$ cat src/rtl/odd_div_pkg.sv
// Shared types and helpers for the odd-ratio divider monitor.
//  state_t     : monitor FSM states
//  good_period : grades one measured period against the expected ratio n
package odd_div_pkg;

    typedef enum logic [1:0] {
        IDLE    = 2'd0,
        ALIGN   = 2'd1,
        MEASURE = 2'd2,
        LOCKED  = 2'd3
    } state_t;

    // A period is good when its length is exactly n and the high time is
    // floor(n/2) or ceil(n/2), so odd ratios accept either split.
    function automatic logic good_period(input int unsigned cnt,
                                         input int unsigned hcnt,
                                         input int unsigned n);
        return (cnt == n) && ((hcnt == n / 2) || (hcnt == (n + 1) / 2));
    endfunction

endpackage

$ cat src/rtl/sync_edge_det.sv
// Synchronizer plus rising-edge detect for an asynchronous level.
//  clk_in : sampling clock
//  rst    : asynchronous reset, active-high
//  d      : asynchronous input
//  s      : synchronized level, aligned with rise
//  rise   : one-cycle pulse on a synchronized 0->1 transition
module sync_edge_det #(
    parameter int unsigned STAGES = 2
) (
    input  logic clk_in,
    input  logic rst,
    input  logic d,
    output logic s,
    output logic rise
);

    logic [STAGES-1:0] sync_q;

    // s is a delayed copy of the last synchronizer stage so the level and
    // the rise pulse arrive in the same cycle.
    always_ff @(posedge clk_in or posedge rst) begin
        if (rst) begin
            sync_q <= '0;
            s      <= 1'b0;
            rise   <= 1'b0;
        end else begin
            sync_q <= {sync_q[STAGES-2:0], d};
            s      <= sync_q[STAGES-1];
            rise   <= sync_q[STAGES-1] & ~s;
        end
    end

endmodule

$ cat src/rtl/odd_div_monitor.sv
// Receive-side checker for a divided clock. Measures period and high time
// in clk_in cycles, declares lock after LOCK_CNT consecutive good periods,
// and flags ratio/duty/stuck faults.
//  clk_in   : source clock
//  rst      : asynchronous reset, active-high
//  clk_div  : divided clock under test (asynchronous data)
//  en       : monitor enable
//  period_o : last measured period
//  high_o   : last measured high count
//  locked   : LOCK_CNT consecutive good periods seen
//  err      : one-cycle pulse per fault
//  err_cnt  : saturating fault count
module odd_div_monitor
    import odd_div_pkg::*;
#(
    parameter int unsigned DIV_N       = 7,
    parameter int unsigned CNT_W       = 8,
    parameter int unsigned LOCK_CNT    = 4,
    parameter int unsigned SYNC_STAGES = 2,
    parameter int unsigned ERR_W       = 8
) (
    input  logic             clk_in,
    input  logic             rst,
    input  logic             clk_div,
    input  logic             en,
    output logic [CNT_W-1:0] period_o,
    output logic [CNT_W-1:0] high_o,
    output logic             locked,
    output logic             err,
    output logic [ERR_W-1:0] err_cnt
);

    localparam int unsigned MW = $clog2(LOCK_CNT + 1);
    localparam logic [CNT_W-1:0] CNT_MAX  = '1;
    localparam logic [CNT_W-1:0] CNT_ONE  = CNT_W'(1);
    localparam logic [CNT_W-1:0] TIMEOUT  = CNT_W'(2 * DIV_N);
    localparam logic [MW-1:0]    LOCK_TGT = MW'(LOCK_CNT);
    localparam logic [ERR_W-1:0] ERR_MAX  = '1;

    logic             s;
    logic             rise;
    state_t           state;
    logic [CNT_W-1:0] cnt;
    logic [CNT_W-1:0] hcnt;
    logic [MW-1:0]    match;

    logic [CNT_W-1:0] cnt_inc_c;
    logic [CNT_W-1:0] hcnt_inc_c;
    logic [MW-1:0]    match_inc_c;
    logic [ERR_W-1:0] err_inc_c;
    logic             good_c;

    sync_edge_det #(
        .STAGES (SYNC_STAGES)
    ) u_sync (
        .clk_in (clk_in),
        .rst    (rst),
        .d      (clk_div),
        .s      (s),
        .rise   (rise)
    );

    // Saturating increments and the grade of the period ending this cycle.
    always_comb begin
        cnt_inc_c   = (cnt == CNT_MAX) ? cnt : cnt + CNT_ONE;
        hcnt_inc_c  = (s && (hcnt != CNT_MAX)) ? hcnt + CNT_ONE : hcnt;
        match_inc_c = (match == LOCK_TGT) ? match : match + MW'(1);
        err_inc_c   = (err_cnt == ERR_MAX) ? err_cnt : err_cnt + ERR_W'(1);
        good_c      = good_period(32'(cnt), 32'(hcnt), DIV_N);
    end

    // FSM, counters, grading and fault counting.
    always_ff @(posedge clk_in or posedge rst) begin
        if (rst) begin
            state    <= IDLE;
            cnt      <= '0;
            hcnt     <= '0;
            match    <= '0;
            period_o <= '0;
            high_o   <= '0;
            locked   <= 1'b0;
            err      <= 1'b0;
            err_cnt  <= '0;
        end else begin
            err <= 1'b0;
            if (!en) begin
                // Abandon any partial period silently.
                state  <= IDLE;
                cnt    <= '0;
                hcnt   <= '0;
                match  <= '0;
                locked <= 1'b0;
            end else begin
                case (state)
                    IDLE: begin
                        cnt    <= '0;
                        hcnt   <= '0;
                        match  <= '0;
                        locked <= 1'b0;
                        state  <= ALIGN;
                    end
                    ALIGN: begin
                        locked <= 1'b0;
                        match  <= '0;
                        if (rise) begin
                            cnt   <= CNT_ONE;
                            hcnt  <= CNT_ONE;
                            state <= MEASURE;
                        end
                    end
                    MEASURE, LOCKED: begin
                        if (rise) begin
                            // Rise wins over a coincident timeout.
                            period_o <= cnt;
                            high_o   <= hcnt;
                            cnt      <= CNT_ONE;
                            hcnt     <= CNT_ONE;
                            if (good_c) begin
                                match <= match_inc_c;
                                if (match_inc_c == LOCK_TGT) begin
                                    locked <= 1'b1;
                                    state  <= LOCKED;
                                end
                            end else begin
                                err     <= 1'b1;
                                err_cnt <= err_inc_c;
                                match   <= '0;
                                locked  <= 1'b0;
                                state   <= MEASURE;
                            end
                        end else if (cnt == TIMEOUT) begin
                            // Stuck input: one fault, then re-align.
                            err     <= 1'b1;
                            err_cnt <= err_inc_c;
                            match   <= '0;
                            locked  <= 1'b0;
                            cnt     <= '0;
                            hcnt    <= '0;
                            state   <= ALIGN;
                        end else begin
                            cnt  <= cnt_inc_c;
                            hcnt <= hcnt_inc_c;
                        end
                    end
                    default: state <= IDLE;
                endcase
            end
        end
    end

endmodule

$ cat config.mk
export PLATFORM = sky130hd
export DESIGN_NAME = odd_div_monitor
export DESIGN_NICKNAME = d
export VERILOG_FILES = /design/src/rtl/odd_div_pkg.sv /design/src/rtl/sync_edge_det.sv /design/src/rtl/odd_div_monitor.sv
export SDC_FILE = /design/constraint.sdc
export NUM_CORES = 1
export LEC_CHECK = 0
export ABC_AREA = 0
export CAP_MARGIN = 20
export CORE_UTILIZATION = 55
export DETAILED_ROUTE_END_ITERATION = 10
export PLACE_DENSITY = 0.79
export SLEW_MARGIN = 5
export SYNTH_ARGS = -nofsm -noshare
export SYNTH_HDL_FRONTEND = slang
export SYNTH_HIERARCHICAL = 1
export SYNTH_SLANG_ARGS = --single-unit
$ cat constraint.sdc
create_clock -name clk_in -period 2.38 [get_ports clk_in]
set_clock_uncertainty 0.05 [all_clocks]
set_input_delay 0.238 -clock clk_in [delete_from_list [all_inputs] [get_ports clk_in]]
set_output_delay 0.238 -clock clk_in [all_outputs]
set_load 0.03 [all_outputs]
; ---- After elaboration in Yosys (flattened, before gate mapping)
; Index checks and enable logic that the tools add are counted.
[totals]
register_bits = 51
inputBits = 4
output_inout_bits = 26
wordCells = 88
[classes]
add_sub_neg = 4
eq_ne = 18
mux = 39
n_bitwise = 2
n_reduce_logical = 13
[ops]
columns = operator, n
row1 = 8-bit two-way mux, 13
row2 = 8-bit one-hot mux with 3 select lines, 2
row3 = "8-bit by 1-bit adder with 8-bit output, second input constant", 3
row4 = "8-bit by 3-bit == test with 1-bit output, second input constant", 2
row5 = "8-bit == test, second input constant", 2
row6 = 3-bit two-way mux, 5
row7 = 2-bit two-way mux, 6
row8 = 1-bit two-way mux, 10
row9 = "5-bit by 4-bit != test with 1-bit output, second input constant", 2
row10 = "8-bit by 2-bit == test with 1-bit output, second input constant", 1
row11 = "8-bit by 4-bit == test with 1-bit output, second input constant", 1
row12 = "8-bit != test, second input constant", 1
row13 = "3-bit == test, second input constant", 2
row14 = 2-bit one-hot mux with 3 select lines, 1
row15 = 3-bit one-hot mux with 2 select lines, 1
row16 = 2-bit AND reduction, 3
row17 = 3-bit AND reduction, 2
row18 = "5-bit != test, second input constant", 1
row19 = "2-bit == test, second input constant", 2
row20 = "4-bit by 3-bit != test with 1-bit output, second input constant", 1
row21 = 4-bit AND reduction, 1
row22 = 2-bit OR reduction, 2
row23 = "3-bit by 1-bit adder with 3-bit output, second input constant", 1
row24 = "3-bit by 2-bit != test with 1-bit output, second input constant", 1
row25 = other kinds (9), 10

; ---- Logic depth before layout (Yosys ltp)
; Gate-level depths: netlist of run 1.
[depth]
word_depth = 8
ltp_mapped = 8
depth_no_buf = 7

; ---- By module
; Netlist of run 1, hierarchy kept.
[modules_own_cells]
columns = module, n_inst, cells_per_inst, area_each_um2, seq_area_each_um2
row1 = odd_div_monitor, 1, 227, 2431.1, 1176.1
row2 = sync_edge_det, 1, 6, 117.6, 100.1

; ---- Worst setup path before layout of run 1
; Ideal clock, no wire load.
[synth_timing]
path_type = register to register
start = register hcnt[0]
end = register err_cnt[5]
setup_ns = 0.134
t_arrival_ns = 1.725
required_time_ns = 2.196
slack_ns = 0.471
path_stages_with_launch = 8
n_path_buf = 1
synth_period_minus_slack_ns = 1.909
cell_sequence = dfrtp_1 -> ha_1 -> mux2_4 -> and4_1 -> o22ai_2 -> buf_6 -> nand4b_2 -> xnor2_2
[synth_via]
elab_chain_cells = 5
word_cells_on_any_way = 6
classes_between = eq/ne: 3 / reduce/logical: 3
[synth_rtl]
columns = item, line_no
row1 = start: declaration, odd_div_monitor.sv:44  ; logic [CNT_W-1:0] hcnt;
row2 = start signal: assignment, odd_div_monitor.sv:142  ; hcnt <= hcnt_inc_c;
row3 = 8-bit by 2-bit == test with 1-bit output / 8-bit by 3-bit == test with 1-bit output (equally long branches), odd_div_pkg.sv:18  ; return (cnt == n) && ((hcnt == n / 2) || (hcnt == (n + 1) / 2));
row4 = 1-bit logical OR *, odd_div_pkg.sv:18
row5 = 1-bit logical AND *, odd_div_pkg.sv:18
row6 = 2-bit != test (no line) *, -
row7 = 4-bit AND reduction (no line) *, -
row8 = end signal: assignment, odd_div_monitor.sv:126  ; err_cnt <= err_inc_c;
row9 = end signal: assignment, odd_div_monitor.sv:134  ; err_cnt <= err_inc_c;
row10 = end: declaration, odd_div_monitor.sv:30  ; output logic [ERR_W-1:0] err_cnt
; Every way passes the cells marked *; elsewhere a longest branch is shown, timed or not.
; A chain may end at the register's enable or synchronous reset.

; ---- Final worst setup path of run 1
[layout_timing]
start = register cnt[1]
end = register err_cnt[6]
[layout_via]
elab_chain_cells = 4
word_cells_on_any_way = 6
classes_between = eq/ne: 3 / reduce/logical: 3
[layout_rtl]
columns = item, line_no
row1 = start: declaration, odd_div_monitor.sv:43  ; logic [CNT_W-1:0] cnt;
row2 = start signal: assignment, odd_div_monitor.sv:141  ; cnt <= cnt_inc_c;
row3 = 8-bit by 3-bit == test with 1-bit output, odd_div_pkg.sv:18
row4 = 1-bit logical AND, odd_div_pkg.sv:18
row5 = 2-bit != test (no line), -
row6 = 4-bit AND reduction (no line) *, -
; Marked as above.

==> results of run 1 <==
==> per-layer routing <==
metal	vias up	routed length, µm	share of wire [%]
li1	909	-	-
met1	922	2250	46
met2	49	2350	48
met3	4	232	4.8
met4	0	38	0.78
met5	-	0	0
==> registers in the layout, indices dropped and copies added, names as in the netlist <==
name / flops
match: 3
u_sync/s: 1
err: 1
period_o: 8
state: 2
hcnt: 8
err_cnt: 8
u_sync/rise: 1
cnt: 8
locked: 1
u_sync/sync_q: 2
high_o: 8
==> worst paths after layout <==
check / startpoint / endpoint / cells past startpoint
max: cnt[1] / err_cnt[6] / 7
min: rst / u_sync/sync_q[0] / 2
max reg2reg: cnt[1] / err_cnt[6] / 7
min reg2reg: u_sync/sync_q[0] / u_sync/sync_q[1] / 0
max in group asynchronous: rst / err / 3
min in group clk_in: u_sync/sync_q[0] / u_sync/sync_q[1] / 0
==> synthesized netlist by cell type (2+ instances only) <==
cell | number | area (µm²)
nor4b_1 | 2 | 17.5
o21ai_0 | 18 | 90.1
ha_1 | 7 | 87.6
xnor2_1 | 7 | 61.3
nand2b_1 | 3 | 18.8
nand3b_1 | 2 | 15.0
nor2b_1 | 3 | 18.8
a31oi_1 | 3 | 18.8
nand3_1 | 12 | 60.1
and3_1 | 2 | 12.5
nor3_1 | 3 | 15.0
a41oi_1 | 3 | 26.3
a311oi_1 | 3 | 26.3
mux2_2 | 13 | 146
a21oi_1 | 9 | 45.0
and2_1 | 3 | 18.8
nor2_1 | 11 | 41.3
dfrtp_1 | 51 | 1280
o31ai_1 | 4 | 30.0
mux2_4 | 2 | 30.0
nand4_1 | 2 | 12.5
buf_6 | 2 | 22.5
inv_1 | 11 | 41.3
nand2_1 | 21 | 78.8
buf_2 | 5 | 25.0
or3_1 | 2 | 12.5
or2_2 | 2 | 12.5
a21o_1 | 3 | 22.5
==> cells by family after synthesis <==
| kind of cell | count (synthesis) |
|---|---|
| and+or+nand+nor | 77 |
| AOI/OAI and AO/OA | 55 |
| muxes | 15 |
| adders and majority gates | 7 |
| DFF | 51 |
| xor gates and xnor gates | 8 |
| buffers and inverters | 20 |
==> power by group through the flow <==
stage | clock network, mW | registers [mW] | logic [mW]
2_1_floorplan | 0 | 0.972 | 0.100
3_3_place_gp | 0 | 0.944 | 0.200
3_5_place_dp | 0 | 0.944 | 0.203
4_1_cts | 0.489 | 0.928 | 0.205
5_1_grt | 0.518 | 0.933 | 0.223
6_report | 0.475 | 0.928 | 0.202
==> final cells by class <==
| class | instances | area, µm² | share of cell area (%) |
|---|---|---|---|
| clock buffer | 7 | 76.3 | 2.55 |
| clock inverter | 1 | 5.00 | 0.167 |
| inverter | 11 | 41.3 | 1.38 |
| multi-input combinational | 162 | 1170 | 39.2 |
| sequential | 51 | 1280 | 42.7 |
| tap | 52 | 65.1 | 2.17 |
| timing repair buffer | 36 | 355 | 11.9 |
==> worst register-to-register path, stage by stage (launching register included) <==
cell	delay, ns
dfrtp_1	0.47
ha_1	0.27
nor4b_1	0.40
and4_1	0.32
o22ai_2	0.11
buf_4	0.19
a31oi_1	0.17
a41oi_1	0.06
==> layout by cell type, fill, tap and decap left out, types with 3 or more instances in the layout <==
cell	count
inv_1	10
dfrtp_1	51
o31ai_1	4
o21ai_0	18
a31oi_1	3
mux2_2	13
nor2_1	11
nand3_1	12
a41oi_1	3
nor2b_1	3
a21oi_1	9
a311oi_1	3
clkdlybuf4s50_1	29
xnor2_1	7
nand2_1	21
buf_4	6
and2_1	3
clkbuf_8	5
nand2b_1	3
a21o_1	3
ha_1	7
nor3_1	3
==> results_dict.tcl, run 1 <==
set metrics [dict create \
    syn_area_per_cell_um2 10.9 \
    synthArstFlopShare_pct 100 \
    htree_num_levels 2 \
    synth.area.mux_share_pct 6.92 \
    hold_buffers 0 \
    worst_pin_slew_ns 0.593 \
    diodes 0 \
    rows 24 \
    synth_compound_area_share_pct 15.2 \
    cap_violations 0 \
    yosysWarnings 6 \
    pwr-share-comb_pct 12.6 \
    post_cts_resized 0 \
    clk_latency_ns 0.30 \
    via_per_inst 5.89 \
    fill_cells 358 \
    cp.arrival_ns 2.29 \
    wl_mm 4.88 \
    synth_top_family_by_area "simple AND/OR/NAND/NOR gates" \
    swShare_pct 25.9 \
    p_int_mw 1.19 \
    cts_tree "done" \
    clock_sinks 51 \
    first_global_vias 1828 \
    die_area_um2 4910 \
    synth_ff_type "dfrtp_1" \
    synth_cell_type_count 52 \
    leakage_nw 1.31 \
    final_cell_area_um2 2990 \
    start_util_pct 57.7 \
    grt-busiest-layer "met2" \
    syn_area_um2 2550 \
    powerDensity_nw_per_um2 536 \
    cp.required_ns 2.49 \
    clkPwrFrac_pct 29.6 \
    synth_xor_area_share_pct 3.04 \
    drv_slew 0 \
    end_kind "register" \
    globalplace.congestion 0.901 \
    io_buffers 29 \
    vias 1884 \
    period_needed_ns 2.18 \
    synth_edf_count 0 \
    crit_family "simple AND/OR/NAND/NOR gates" \
    io_pins 30 \
    dpl.cell_count 312 \
    nets 278 \
    core_area_um2 4410 \
    setup_ws_ns 0.202 \
    fin_total_pwr_mw 1.60 \
    synth_fa_ha_area_share_pct 3.44 \
    finalHoldViolations 0 \
    dpl_worst_slack_ns 0.234 \
    synth_seq_area_share_pct 50.1 \
    drive_gt1_share_pct 16.4 \
    timing.reg2reg.setup_slack_ns 0.20 \
    slew_headroom_pct 59.9 \
    synth_simple_gate_area_share_pct 17.4 \
    utilization_pct 67.8 \
    cp-start-kind "register" \
    grt_pass1_wl_mm 8.39 \
    fmax_mhz 459 \
    grt_use_met2_pct 35.9 \
    crit_buf_inv 1 \
    synth_seq_cells 51 \
    drt_iter0_drc 130 \
    ant_nets 0 \
    finalCritPeriodShare_pct 91.5 \
    slowest_delay_ns 0.47 \
    grt_use_met3_pct 5.19 \
    die_width_um 70.1 \
    status "complete, no violations" \
    die_h_um 70.1 \
    dpl_cell_area_um2 2910 \
    grt_max_degree 26 \
    grt_overflow 0 \
    track_usage_pct 21.8 \
    hold_class "primary input to asynchronous set/reset pin" \
    cts_inserted_buffers 5 \
    cts.clk_slew.worst_paths_ns 0.09 \
    dpl.hpwl_mm 3.46 \
    gr-usage-met1_pct 28.6 \
    crit_fanout 10 \
    synth_nets 244 \
    firstDrtPassIters 4 \
    rsz0062_at_grt "no" \
    p_sw_uw 415 \
    netlist_instances 233 \
    area_growth_pct 17.4 \
    antenna_found_initial 0 \
    setup_viol 0 \
    ir_worst_vdd_v 0.000444 \
    cts_root_buf "clkbuf_8" \
    post_drt_wl_per_cell_um 15.2 \
    cp_slowest_cell "dfrtp_1" \
    tns_ns 0 \
    instances_no_fill 320 \
    power.share.sequential_pct 57.8 \
    cts_buffer_depth 2 \
    drc 0 \
    cp_cell_sequence "ha_1, nor4b_1, and4_1, o22ai_2, buf_4, a31oi_1, a41oi_1" \
    cts_setup_buffers 0 \
    fin_hold_ws_ns 0.108 \
    critPathKind "register to register" \
]
No activity file was read; power rests on OpenSTA's default activity.
==> run 2, diff against run 1 <==
--- a/config.mk
+++ b/config.mk
@@ -10,6 +10,7 @@
 export CORE_UTILIZATION = 55
 export DETAILED_ROUTE_END_ITERATION = 10
 export PLACE_DENSITY = 0.79
+export SKIP_CTS_REPAIR_TIMING = 1
 export SLEW_MARGIN = 5
 export SYNTH_ARGS = -nofsm -noshare
 export SYNTH_HDL_FRONTEND = slang
==> results of run 2 <==
Same layout as run 1: the final DEF is identical, and so are final timing and power.
